<file path="src/rtl/unidade_controle_multiciclo_pkg.sv">
// ---------------------------------------------------------------------------
// unidade_controle_multiciclo_pkg
// Shared definitions for the multicycle control unit and its decoder:
//   - FSM state codes (also exported on the debug port 'estado')
//   - RV64 opcode and funct3 constants for the supported subset
//   - ALU 'operacao' codes, shared with the 64-bit ALU
//   - instruction class enum registered in DECODIFICA
// ---------------------------------------------------------------------------
package unidade_controle_multiciclo_pkg;

    typedef enum logic [2:0] {
        BUSCA      = 3'd0,
        DECODIFICA = 3'd1,
        EXECUTA    = 3'd2,
        MEMORIA    = 3'd3,
        ESCRITA    = 3'd4,
        ERRO       = 3'd5
    } estado_t;

    localparam logic [6:0] OP_R      = 7'b0110011;
    localparam logic [6:0] OP_I      = 7'b0010011;
    localparam logic [6:0] OP_LOAD   = 7'b0000011;
    localparam logic [6:0] OP_STORE  = 7'b0100011;
    localparam logic [6:0] OP_BRANCH = 7'b1100011;

    localparam logic [2:0] F3_ADD_SUB = 3'b000;
    localparam logic [2:0] F3_OR      = 3'b110;
    localparam logic [2:0] F3_AND     = 3'b111;
    localparam logic [2:0] F3_LD_SD   = 3'b011;
    localparam logic [2:0] F3_BEQ     = 3'b000;
    localparam logic [2:0] F3_BNE     = 3'b001;
    localparam logic [2:0] F3_BLT     = 3'b100;
    localparam logic [2:0] F3_BGE     = 3'b101;
    localparam logic [2:0] F3_BLTU    = 3'b110;
    localparam logic [2:0] F3_BGEU    = 3'b111;

    localparam logic [1:0] OPER_S   = 2'd0;
    localparam logic [1:0] OPER_AND = 2'd1;
    localparam logic [1:0] OPER_OR  = 2'd2;

    typedef enum logic [2:0] {
        CLASSE_NENHUMA = 3'd0,
        CLASSE_ALU_R   = 3'd1,
        CLASSE_ALU_I   = 3'd2,
        CLASSE_LOAD    = 3'd3,
        CLASSE_STORE   = 3'd4,
        CLASSE_BRANCH  = 3'd5
    } classe_t;

endpackage

</file>
<file path="src/rtl/unidade_controle_multiciclo_decodificador.sv">
// ---------------------------------------------------------------------------
// decodificador_instrucao
// Purely combinational instruction decoder.
//   opcode, funct3, funct7_5 : instruction fields from the IR
//   classe     : instruction class (classe_t encoding)
//   legal      : 1 when the encoding belongs to the supported subset
//   operacao   : ALU operation code (S / AND / OR)
//   subtraindo : ALU subtract select
//   alu_src    : ALU second operand, 0 = rs2, 1 = immediate
// ---------------------------------------------------------------------------
module decodificador_instrucao
    import unidade_controle_multiciclo_pkg::*;
(
    input  logic [6:0] opcode,
    input  logic [2:0] funct3,
    input  logic       funct7_5,
    output logic [2:0] classe,
    output logic       legal,
    output logic [1:0] operacao,
    output logic       subtraindo,
    output logic       alu_src
);

    classe_t classe_int;

    always_comb begin
        classe_int = CLASSE_NENHUMA;
        legal      = 1'b0;
        operacao   = OPER_S;
        subtraindo = 1'b0;
        alu_src    = 1'b0;

        unique case (opcode)
            OP_R: begin
                classe_int = CLASSE_ALU_R;
                case (funct3)
                    F3_ADD_SUB: begin
                        legal      = 1'b1;
                        subtraindo = funct7_5;
                    end
                    F3_AND: begin
                        legal    = ~funct7_5;
                        operacao = OPER_AND;
                    end
                    F3_OR: begin
                        legal    = ~funct7_5;
                        operacao = OPER_OR;
                    end
                    default: legal = 1'b0;
                endcase
            end
            OP_I: begin
                // Immediate forms never subtract; bit 30 is part of the immediate.
                classe_int = CLASSE_ALU_I;
                alu_src    = 1'b1;
                case (funct3)
                    F3_ADD_SUB: legal = 1'b1;
                    F3_AND: begin
                        legal    = 1'b1;
                        operacao = OPER_AND;
                    end
                    F3_OR: begin
                        legal    = 1'b1;
                        operacao = OPER_OR;
                    end
                    default: legal = 1'b0;
                endcase
            end
            OP_LOAD: begin
                classe_int = CLASSE_LOAD;
                alu_src    = 1'b1;
                legal      = (funct3 == F3_LD_SD);
            end
            OP_STORE: begin
                classe_int = CLASSE_STORE;
                alu_src    = 1'b1;
                legal      = (funct3 == F3_LD_SD);
            end
            OP_BRANCH: begin
                // Branches compare rs1 - rs2; funct3 010/011 are unused.
                classe_int = CLASSE_BRANCH;
                subtraindo = 1'b1;
                legal      = (funct3 != 3'b010) && (funct3 != 3'b011);
            end
            default: legal = 1'b0;
        endcase
    end

    assign classe = classe_int;

endmodule

</file>
<file path="src/rtl/unidade_controle_multiciclo.sv">
// ---------------------------------------------------------------------------
// unidade_controle_multiciclo
// Multicycle control FSM for the RV64 subset (add/sub/and/or, addi/andi/ori,
// ld, sd, beq/bne/blt/bge/bltu/bgeu). Drives the ALU controls, owns the
// instruction- and data-memory req/ack handshakes, and strobes IR/PC/regfile.
// Ports:
//   clk, rst_n                    : clock, asynchronous active-low reset
//   opcode, funct3, funct7_5      : IR fields
//   flag_igual/menor/maior_igual_u: ALU compare flags (branch resolution)
//   flag_overflow                 : ALU carry-out, not used for sequencing
//   imem_req/imem_ack             : instruction fetch handshake
//   dmem_req/dmem_we/dmem_ack     : data access handshake
//   ir_load, pc_load, pc_src      : IR capture, PC update and PC source
//   alu_src, subtraindo, operacao : ALU controls
//   reg_write, mem_to_reg         : register file writeback controls
//   ilegal                        : sticky error (ERRO state)
//   estado                        : current state code, debug
// TIMEOUT_CICLOS (1..255): cycles a req may wait for its ack before ERRO.
// ---------------------------------------------------------------------------
module unidade_controle_multiciclo
    import unidade_controle_multiciclo_pkg::*;
#(
    parameter int unsigned TIMEOUT_CICLOS = 255
) (
    input  logic       clk,
    input  logic       rst_n,
    input  logic [6:0] opcode,
    input  logic [2:0] funct3,
    input  logic       funct7_5,
    input  logic       flag_igual,
    input  logic       flag_menor,
    input  logic       flag_maior_igual_u,
    input  logic       flag_overflow,
    output logic       imem_req,
    input  logic       imem_ack,
    output logic       dmem_req,
    output logic       dmem_we,
    input  logic       dmem_ack,
    output logic       ir_load,
    output logic       pc_load,
    output logic       pc_src,
    output logic       alu_src,
    output logic       subtraindo,
    output logic [1:0] operacao,
    output logic       reg_write,
    output logic       mem_to_reg,
    output logic       ilegal,
    output logic [2:0] estado
);

    // Counter value on the last allowed waiting cycle: if the ack is still
    // low on that edge the wait has lasted TIMEOUT_CICLOS cycles.
    localparam logic [7:0] LIMITE_ESPERA = 8'(TIMEOUT_CICLOS - 1);

    estado_t    estado_q, estado_d;
    classe_t    classe_q;
    logic [7:0] contador_q, contador_d;
    logic [2:0] funct3_q;
    logic [1:0] operacao_q;
    logic       subtraindo_q;
    logic       alu_src_q;

    logic [2:0] dec_classe;
    logic       dec_legal;
    logic [1:0] dec_operacao;
    logic       dec_subtraindo;
    logic       dec_alu_src;

    logic       desvio_tomado;
    logic       alu_ativa;
    logic       imem_req_c, dmem_req_c, dmem_we_c, ir_load_c, pc_load_c;
    logic       pc_src_c, reg_write_c, mem_to_reg_c, ilegal_c;

    // The carry-out is deliberately ignored: no overflow trap in this core.
    logic       flag_overflow_unused;
    assign flag_overflow_unused = flag_overflow;

    decodificador_instrucao u_decodificador (
        .opcode     (opcode),
        .funct3     (funct3),
        .funct7_5   (funct7_5),
        .classe     (dec_classe),
        .legal      (dec_legal),
        .operacao   (dec_operacao),
        .subtraindo (dec_subtraindo),
        .alu_src    (dec_alu_src)
    );

    always_ff @(posedge clk or negedge rst_n) begin
        if (!rst_n) begin
            estado_q     <= BUSCA;
            classe_q     <= CLASSE_NENHUMA;
            contador_q   <= '0;
            funct3_q     <= '0;
            operacao_q   <= OPER_S;
            subtraindo_q <= 1'b0;
            alu_src_q    <= 1'b0;
        end else begin
            estado_q   <= estado_d;
            contador_q <= contador_d;
            // Decode results are frozen so the ALU controls stay stable
            // for the rest of the instruction.
            if (estado_q == DECODIFICA) begin
                classe_q     <= classe_t'(dec_classe);
                funct3_q     <= funct3;
                operacao_q   <= dec_operacao;
                subtraindo_q <= dec_subtraindo;
                alu_src_q    <= dec_alu_src;
            end
        end
    end

    always_comb begin
        desvio_tomado = 1'b0;
        case (funct3_q)
            F3_BEQ:  desvio_tomado = flag_igual;
            F3_BNE:  desvio_tomado = ~flag_igual;
            F3_BLT:  desvio_tomado = flag_menor;
            F3_BGE:  desvio_tomado = ~flag_menor;
            F3_BLTU: desvio_tomado = ~flag_maior_igual_u;
            F3_BGEU: desvio_tomado = flag_maior_igual_u;
            default: desvio_tomado = 1'b0;
        endcase
    end

    always_comb begin
        estado_d     = estado_q;
        contador_d   = '0;   // any state change clears the wait counter
        alu_ativa    = 1'b0;
        imem_req_c   = 1'b0;
        dmem_req_c   = 1'b0;
        dmem_we_c    = 1'b0;
        ir_load_c    = 1'b0;
        pc_load_c    = 1'b0;
        pc_src_c     = 1'b0;
        reg_write_c  = 1'b0;
        mem_to_reg_c = 1'b0;
        ilegal_c     = 1'b0;

        case (estado_q)
            BUSCA: begin
                imem_req_c = 1'b1;
                if (imem_ack) begin
                    ir_load_c = 1'b1;
                    estado_d  = DECODIFICA;
                end else if (contador_q == LIMITE_ESPERA) begin
                    estado_d = ERRO;
                end else begin
                    contador_d = contador_q + 8'd1;
                end
            end
            DECODIFICA: begin
                estado_d = dec_legal ? EXECUTA : ERRO;
            end
            EXECUTA: begin
                alu_ativa = 1'b1;
                case (classe_q)
                    CLASSE_ALU_R, CLASSE_ALU_I: estado_d = ESCRITA;
                    CLASSE_LOAD, CLASSE_STORE:  estado_d = MEMORIA;
                    CLASSE_BRANCH: begin
                        pc_load_c = 1'b1;
                        pc_src_c  = desvio_tomado;
                        estado_d  = BUSCA;
                    end
                    default: estado_d = ERRO;
                endcase
            end
            MEMORIA: begin
                alu_ativa  = 1'b1;
                dmem_req_c = 1'b1;
                dmem_we_c  = (classe_q == CLASSE_STORE);
                if (dmem_ack) begin
                    if (classe_q == CLASSE_STORE) begin
                        pc_load_c = 1'b1;
                        estado_d  = BUSCA;
                    end else begin
                        estado_d = ESCRITA;
                    end
                end else if (contador_q == LIMITE_ESPERA) begin
                    estado_d = ERRO;
                end else begin
                    contador_d = contador_q + 8'd1;
                end
            end
            ESCRITA: begin
                alu_ativa    = 1'b1;
                reg_write_c  = 1'b1;
                mem_to_reg_c = (classe_q == CLASSE_LOAD);
                pc_load_c    = 1'b1;
                estado_d     = BUSCA;
            end
            ERRO: begin
                ilegal_c = 1'b1;
            end
            default: estado_d = ERRO;
        endcase
    end

    // Outputs are qualified with rst_n: the registers reset to BUSCA, whose
    // imem_req would otherwise be visible while reset is still asserted.
    assign imem_req   = rst_n & imem_req_c;
    assign dmem_req   = rst_n & dmem_req_c;
    assign dmem_we    = rst_n & dmem_we_c;
    assign ir_load    = rst_n & ir_load_c;
    assign pc_load    = rst_n & pc_load_c;
    assign pc_src     = rst_n & pc_src_c;
    assign reg_write  = rst_n & reg_write_c;
    assign mem_to_reg = rst_n & mem_to_reg_c;
    assign ilegal     = rst_n & ilegal_c;
    assign alu_src    = rst_n & alu_ativa & alu_src_q;
    assign subtraindo = rst_n & alu_ativa & subtraindo_q;
    assign operacao   = (rst_n && alu_ativa) ? operacao_q : OPER_S;
    assign estado     = estado_q;

endmodule

</file>
<file path="config.mk">
export PLATFORM = sky130hd
export DESIGN_NAME = unidade_controle_multiciclo
export DESIGN_NICKNAME = d
export VERILOG_FILES = /design/src/rtl/unidade_controle_multiciclo_pkg.sv /design/src/rtl/unidade_controle_multiciclo_decodificador.sv /design/src/rtl/unidade_controle_multiciclo.sv
export SDC_FILE = /design/constraint.sdc
export NUM_CORES = 1
export LEC_CHECK = 0
export ABC_AREA = 1
export BUFFER_PORTS_ARGS = -buffer_cell sky130_fd_sc_hd__buf_2
export CAP_MARGIN = 10
export CORE_AREA = 2 2 47 93
export DETAILED_ROUTE_END_ITERATION = 12
export DIE_AREA = 0 0 49 95
export MAX_ROUTING_LAYER = met4
export SETUP_SLACK_MARGIN = 0.5
export SKIP_CTS_REPAIR_TIMING = 1
export SYNTH_ARGS = -nofsm -noshare
export SYNTH_HDL_FRONTEND = slang
export SYNTH_HIERARCHICAL = 1
export SYNTH_SLANG_ARGS = --single-unit
</file>
<file path="constraint.sdc">
create_clock -name clk -period 1.5 [get_ports clk]
set_input_delay 0.45 -clock clk [delete_from_list [all_inputs] [get_ports clk]]
set_output_delay 0.45 -clock clk [all_outputs]
set_load 0.03 [all_outputs]
</file>
# Yosys cells after proc, flatten, opt, wreduce, memory -nomap -nowiden
# Cells that the tools add are included.
[op_classes]
add_sub_neg = 1
multipliers = 0
n_div = 0
n_lt_le_gt_ge = 0
n_eq_ne = 26
shift = 0
mux = 37
n_bitwise = 16
reduce_logical = 13
[ops]
columns = ["op", "count"]
rows = [
  ["equality test 3 bit (second input constant)", 10],
  ["two-way mux 8 bit", 3],
  ["one-hot mux 3 bit (6 select lines)", 1],
  ["two-way mux 1 bit", 17],
  ["one-hot mux 8 bit (2 select lines)", 1],
  ["equality test 3 x 2 -> 1 bit (second input constant)", 5],
  ["two-way mux 3 bit", 5],
  ["one-hot mux 3 bit (5 select lines)", 1],
  ["equality test 7 x 6 -> 1 bit (second input constant)", 2],
  ["AND 1 bit", 12],
  ["OR reduction 2 bit", 5],
  ["equality test 3 x 1 -> 1 bit (second input constant)", 3],
  ["zero test 3 bit", 3],
  ["one-hot mux 3 bit (3 select lines)", 1],
  ["OR reduction 3 bit", 3],
  ["adder 8 x 1 -> 8 bit (second input constant)", 1],
  ["equality test 8 bit (second input constant)", 1],
  ["equality test 7 x 2 -> 1 bit (second input constant)", 1],
  ["equality test 7 x 5 -> 1 bit (second input constant)", 1],
  ["equality test 7 bit (second input constant)", 1],
  ["inequality test 3 x 2 -> 1 bit (second input constant)", 2],
  ["one-hot mux 1 bit (6 select lines)", 1],
  ["two-way mux 2 bit", 2],
  ["inverter 1 bit", 4],
  ["5 further kinds", 7],
]
[word_totals]
regBits = 21
latch_bits = 0
ram_bits = 0
romBits = 0
out_inout_bits = 16
elab_cells = 100
mem_count = 0

# Longest topological paths before layout
[depth]
depth_word = 6
mapped_depth = 11

# Modules after synthesis
# Netlist, hierarchy kept.
[by_module_without_submodules]
columns = ["mod", "n_inst", "cells_each", "area_per_inst_um2", "seq_area_each_um2"]
rows = [
  ["unidade_controle_multiciclo", 1, 168, 1257.5, 525.5],
  ["decodificador_instrucao", 1, 44, 201.4, 0.0],
]

# Least setup slack after synthesis
# OpenSTA, ideal clock, no wires.
[synth_path]
kind = "register -> output"
start = "reg estado_q[0], in the netlist estado[0]"
end = "out ir_load"
arrival_time_ns = 1.602
path_slack_ns = -0.552
stages_incl_launch_ff = 5
cell_sequence = "dfrtp_1 -> buf_6 -> nor2_2 -> nand2_1 -> nor3b_1"
[synth_between]
elab_chain_cells = 3
[synth_rtl]
columns = ["item", "line_no", "rtl"]
rows = [
  ["start: declaration", "unidade_controle_multiciclo.sv:55", "estado_t estado_q, estado_d;"],
  ["start signal: assignment", "unidade_controle_multiciclo.sv:99", "estado_q <= estado_d;"],
  ["zero test 3 bit", "unidade_controle_multiciclo.sv:140", "case (estado_q)"],
  ["two-way mux 1 bit", "unidade_controle_multiciclo.sv:140", ""],
  ["AND 1 bit", "unidade_controle_multiciclo.sv:204", "assign ir_load = rst_n & ir_load_c;"],
  ["end: declaration", "unidade_controle_multiciclo.sv:39", "output logic ir_load,"],
]
# No other way between the ends.

# Final worst setup path
[layout_path]
start = "reg estado_q[1], in the netlist estado[1]"
end = "out alu_src"
[layout_between]
elab_chain_cells = 5
word_cells_on_any_way = 7
cone_classes = "eq/ne: 3; mux: 1; bitwise: 2; reduce/logical: 1"
[layout_rtl]
columns = ["item", "line_no", "rtl"]
rows = [
  ["equality test 3 x 2 -> 1 bit or equality test 3 bit (tied branches)", "unidade_controle_multiciclo.sv:140", ""],
  ["OR reduction 3 bit (no line) *", "-", ""],
  ["two-way mux 1 bit *", "unidade_controle_multiciclo.sv:140", ""],
  ["AND 1 bit * (2 in series)", "unidade_controle_multiciclo.sv:210", "assign alu_src = rst_n & alu_ativa & alu_src_q;"],
  ["end: declaration", "unidade_controle_multiciclo.sv:42", "output logic alu_src,"],
]
# Every way passes the cells marked *; elsewhere a longest branch is shown, timed or not.

==> flow_summary.json <==
{
  "hold_class": "in2async",
  "synth_cell_type_count": 26,
  "cp_max_fo": 4,
  "synth_edf_count": 0,
  "start_util": 0.364,
  "cp.arrival_ps": 1460,
  "ys_warn_count": 6,
  "place_congestion": 0.809,
  "cap_violations": 0,
  "wl_mm": 4.19,
  "fmax_ghz": 0.524,
  "clock-root-buffer": "clkbuf_8",
  "multi_input_area_um2": 1130,
  "drive_above_1_share": 0.551,
  "synth_top_area_frac": 0.360,
  "leakage_nw": 1.33,
  "rows": 33,
  "io_buffers": 33,
  "switchingPower_mw": 0.263,
  "die-area_um2": 4660,
  "slew_headroom": 0.703,
  "drc": 0,
  "critPathRequiredTime_ps": 1050,
  "die_w_um": 49,
  "fillers": 346,
  "ys_seq_elements": 21,
  "critPathLaunchType": "flop",
  "worstSetupEndpointType": "output pin",
  "period_share": 1.27,
  "grt_remaining_overflow": 0,
  "ir_drop_v": 0.000798,
  "cp_common_cell": "nor2_4",
  "dpl_worst_slack_ps": -156,
  "seq_power_share": 0.527,
  "cts_tree": "done",
  "cts.path.max_buffers": 2,
  "dp_hpwl_mm": 2.77,
  "cpPeakStageDelay_ps": 460,
  "clkPwrFrac": 0.349,
  "syn-cell-area_um2": 1460,
  "rsz0062_at_grt": "true",
  "htree_levels": 1,
  "clock_skew_ps": 6.93,
  "die_h_um": 95,
  "wire_per_inst_um": 12.2,
  "tightest_slew_ps": 442,
  "fin_nets": 314,
  "comb_power_share": 0.124,
  "ys.flop_type": "dfrtp_1",
  "first_iter_violations": 30,
  "status": "complete, but fails checks",
  "syn_nets": 233,
  "grt_usage": 0.166,
  "grt_antenna_before_repair": 0,
  "ios": 35,
  "ant_nets": 0,
  "core_area_um2": 4010,
  "hold_viol": 0,
  "grt_max_degree": 20,
  "power.share.switching": 0.245,
  "violations": "setup timing",
  "grt_pass1_wl_mm": 6.09,
  "clock-sinks": 21,
  "async_reset_ff_frac": 1.00,
  "grt_pass1_vias": 1489,
  "insertion_delay_ps": 260,
  "vias": 1641,
  "antennaDiodeCount": 0,
  "synth.area.top_cells": "dfrtp_1 (36%), nand2_1 (15%), nor2_1 (10%), inv_1 (5.9%), nand3_1 (4.8%)",
  "synth_most_common_cell": "nand2_1",
  "synthTopCellsByCount": "nand2_1 (58), nor2_1 (39), inv_1 (23)",
  "critical_path_class": "reg2out",
  "path_cells": "nor2_4 -> nand2_4 -> a21oi_4 -> inv_4 -> nor2_4 -> buf_6",
  "cts_buffers": 3,
  "setup_viol": 15,
  "yosysSeqAreaShare": 0.360,
  "p_int_mw": 0.811,
  "syn_inst": 212,
  "finish.utilization": 0.651,
  "slew_viol_final": 0,
  "slowest_stage": "dfrtp_2",
  "area_growth_pct": 78.8,
  "clkTransAtPathRegs_ps": 70,
  "layout_min_cycle_time_ps": 1910,
  "drtPass1Iterations": 4,
  "fin_ws_ps": -409,
  "final-seq-area_um2": 529,
  "vias_per_cell": 4.77,
  "power_density_nw_per_um2": 412,
  "syn_avg_cell_area_um2": 6.88,
  "synth_largest_area_cell": "dfrtp_1"
}
-- path summary, 6_finish.rpt --
check                               from       endpoint  slack (ps)  depth (start not counted)
max                            estado[1]        alu_src        -410                          6
min reg2reg                contador_q[0]  contador_q[0]         490                          1
max in group asynchronous          rst_n      estado[1]        1140                          2
min                                rst_n      estado[2]         140                          2
min in group clk               funct3[1]    funct3_q[1]         450                          3
max reg2reg                    estado[1]  contador_q[6]         120                          7
-- routing by layer --
layer | track usage | share of wire | vias to the layer above
li1 | - | - | 836
met1 | 0.191 | 0.40 | 767
met2 | 0.301 | 0.56 | 36
met3 | 0.0142 | 0.027 | 2
met4 | 0.0500 | 0.0055 | 0
met5 | - | 0 | -
-- cell families (layout without fill, tap and decap cells) --
group / after synthesis / in the layout / synth area share
compound gates: 18 / 18 / 0.0918
xor+xnor: 4 / 4 / 0.0240
fa+ha+maj: 2 / 2 / 0.0171
buf+inv: 28 / 108 / 0.0823
flops: 21 / 21 / 0.360
simple gates: 139 / 139 / 0.425
-- sequential cells by signal, summed over array words and instances (netlist names) --
register,count
contador_q,8
classe_q,3
estado,3
funct3_q,3
operacao_q,2
alu_src_q,1
subtraindo_q,1
-- metrics by stage --
stage	instances	setup TNS [ps]	power [mW]	area (um2)	hold WS, ps
6_report	344	-4260	1.07	2610	139
5_1_grt	344	-5260	1.12	2610	136
4_1_cts	329	-4610	1.06	2080	131
3_5_place_dp	325	-1440	0.690	2040	412
3_3_place_gp	325	-1340	0.688	2040	414
2_1_floorplan	212	-1780	0.616	1580	154
-- final cells by class --
type | count | share of cell area
multi-input cells | 163 | 0.434
repair buffers | 75 | 0.259
flip-flops and latches | 21 | 0.203
inverters | 26 | 0.0456
well taps | 52 | 0.0249
clock buffers | 4 | 0.0173
repair inverters | 3 | 0.0168
-- power groups by stage --
stage          sequential (mW)  combinational (mW)  clock, mW
6_report                 0.565               0.133      0.375
3_5_place_dp             0.577               0.113          0
4_1_cts                  0.565               0.114      0.379
2_1_floorplan            0.577              0.0394          0
3_3_place_gp             0.577               0.111          0
5_1_grt                  0.565               0.147      0.406
-- cells in the final DEF (no fill, tap or decap), drive strengths merged --
master / count
nor3b: 1
o21bai: 1
nand3b: 1
nand3: 17
xor2: 3
inv: 25
o21ai: 14
nand4: 5
buf: 74
nor2: 46
clkinv: 4
ha: 2
nor3: 7
nand2: 60
clkbuf: 5
xnor2: 1
a21oi: 3
dfrtp: 21
or2: 2
-- critical path: cells and delay by family (launching register included) --
family                 cells  cell delay [ps]
flip-flops                 1              460
AND/OR/NAND/NOR            3              370
AO/OA/AOI/OAI              1              160
buffers and inverters      2              210
No activity file was read; power rests on OpenSTA's default activity.
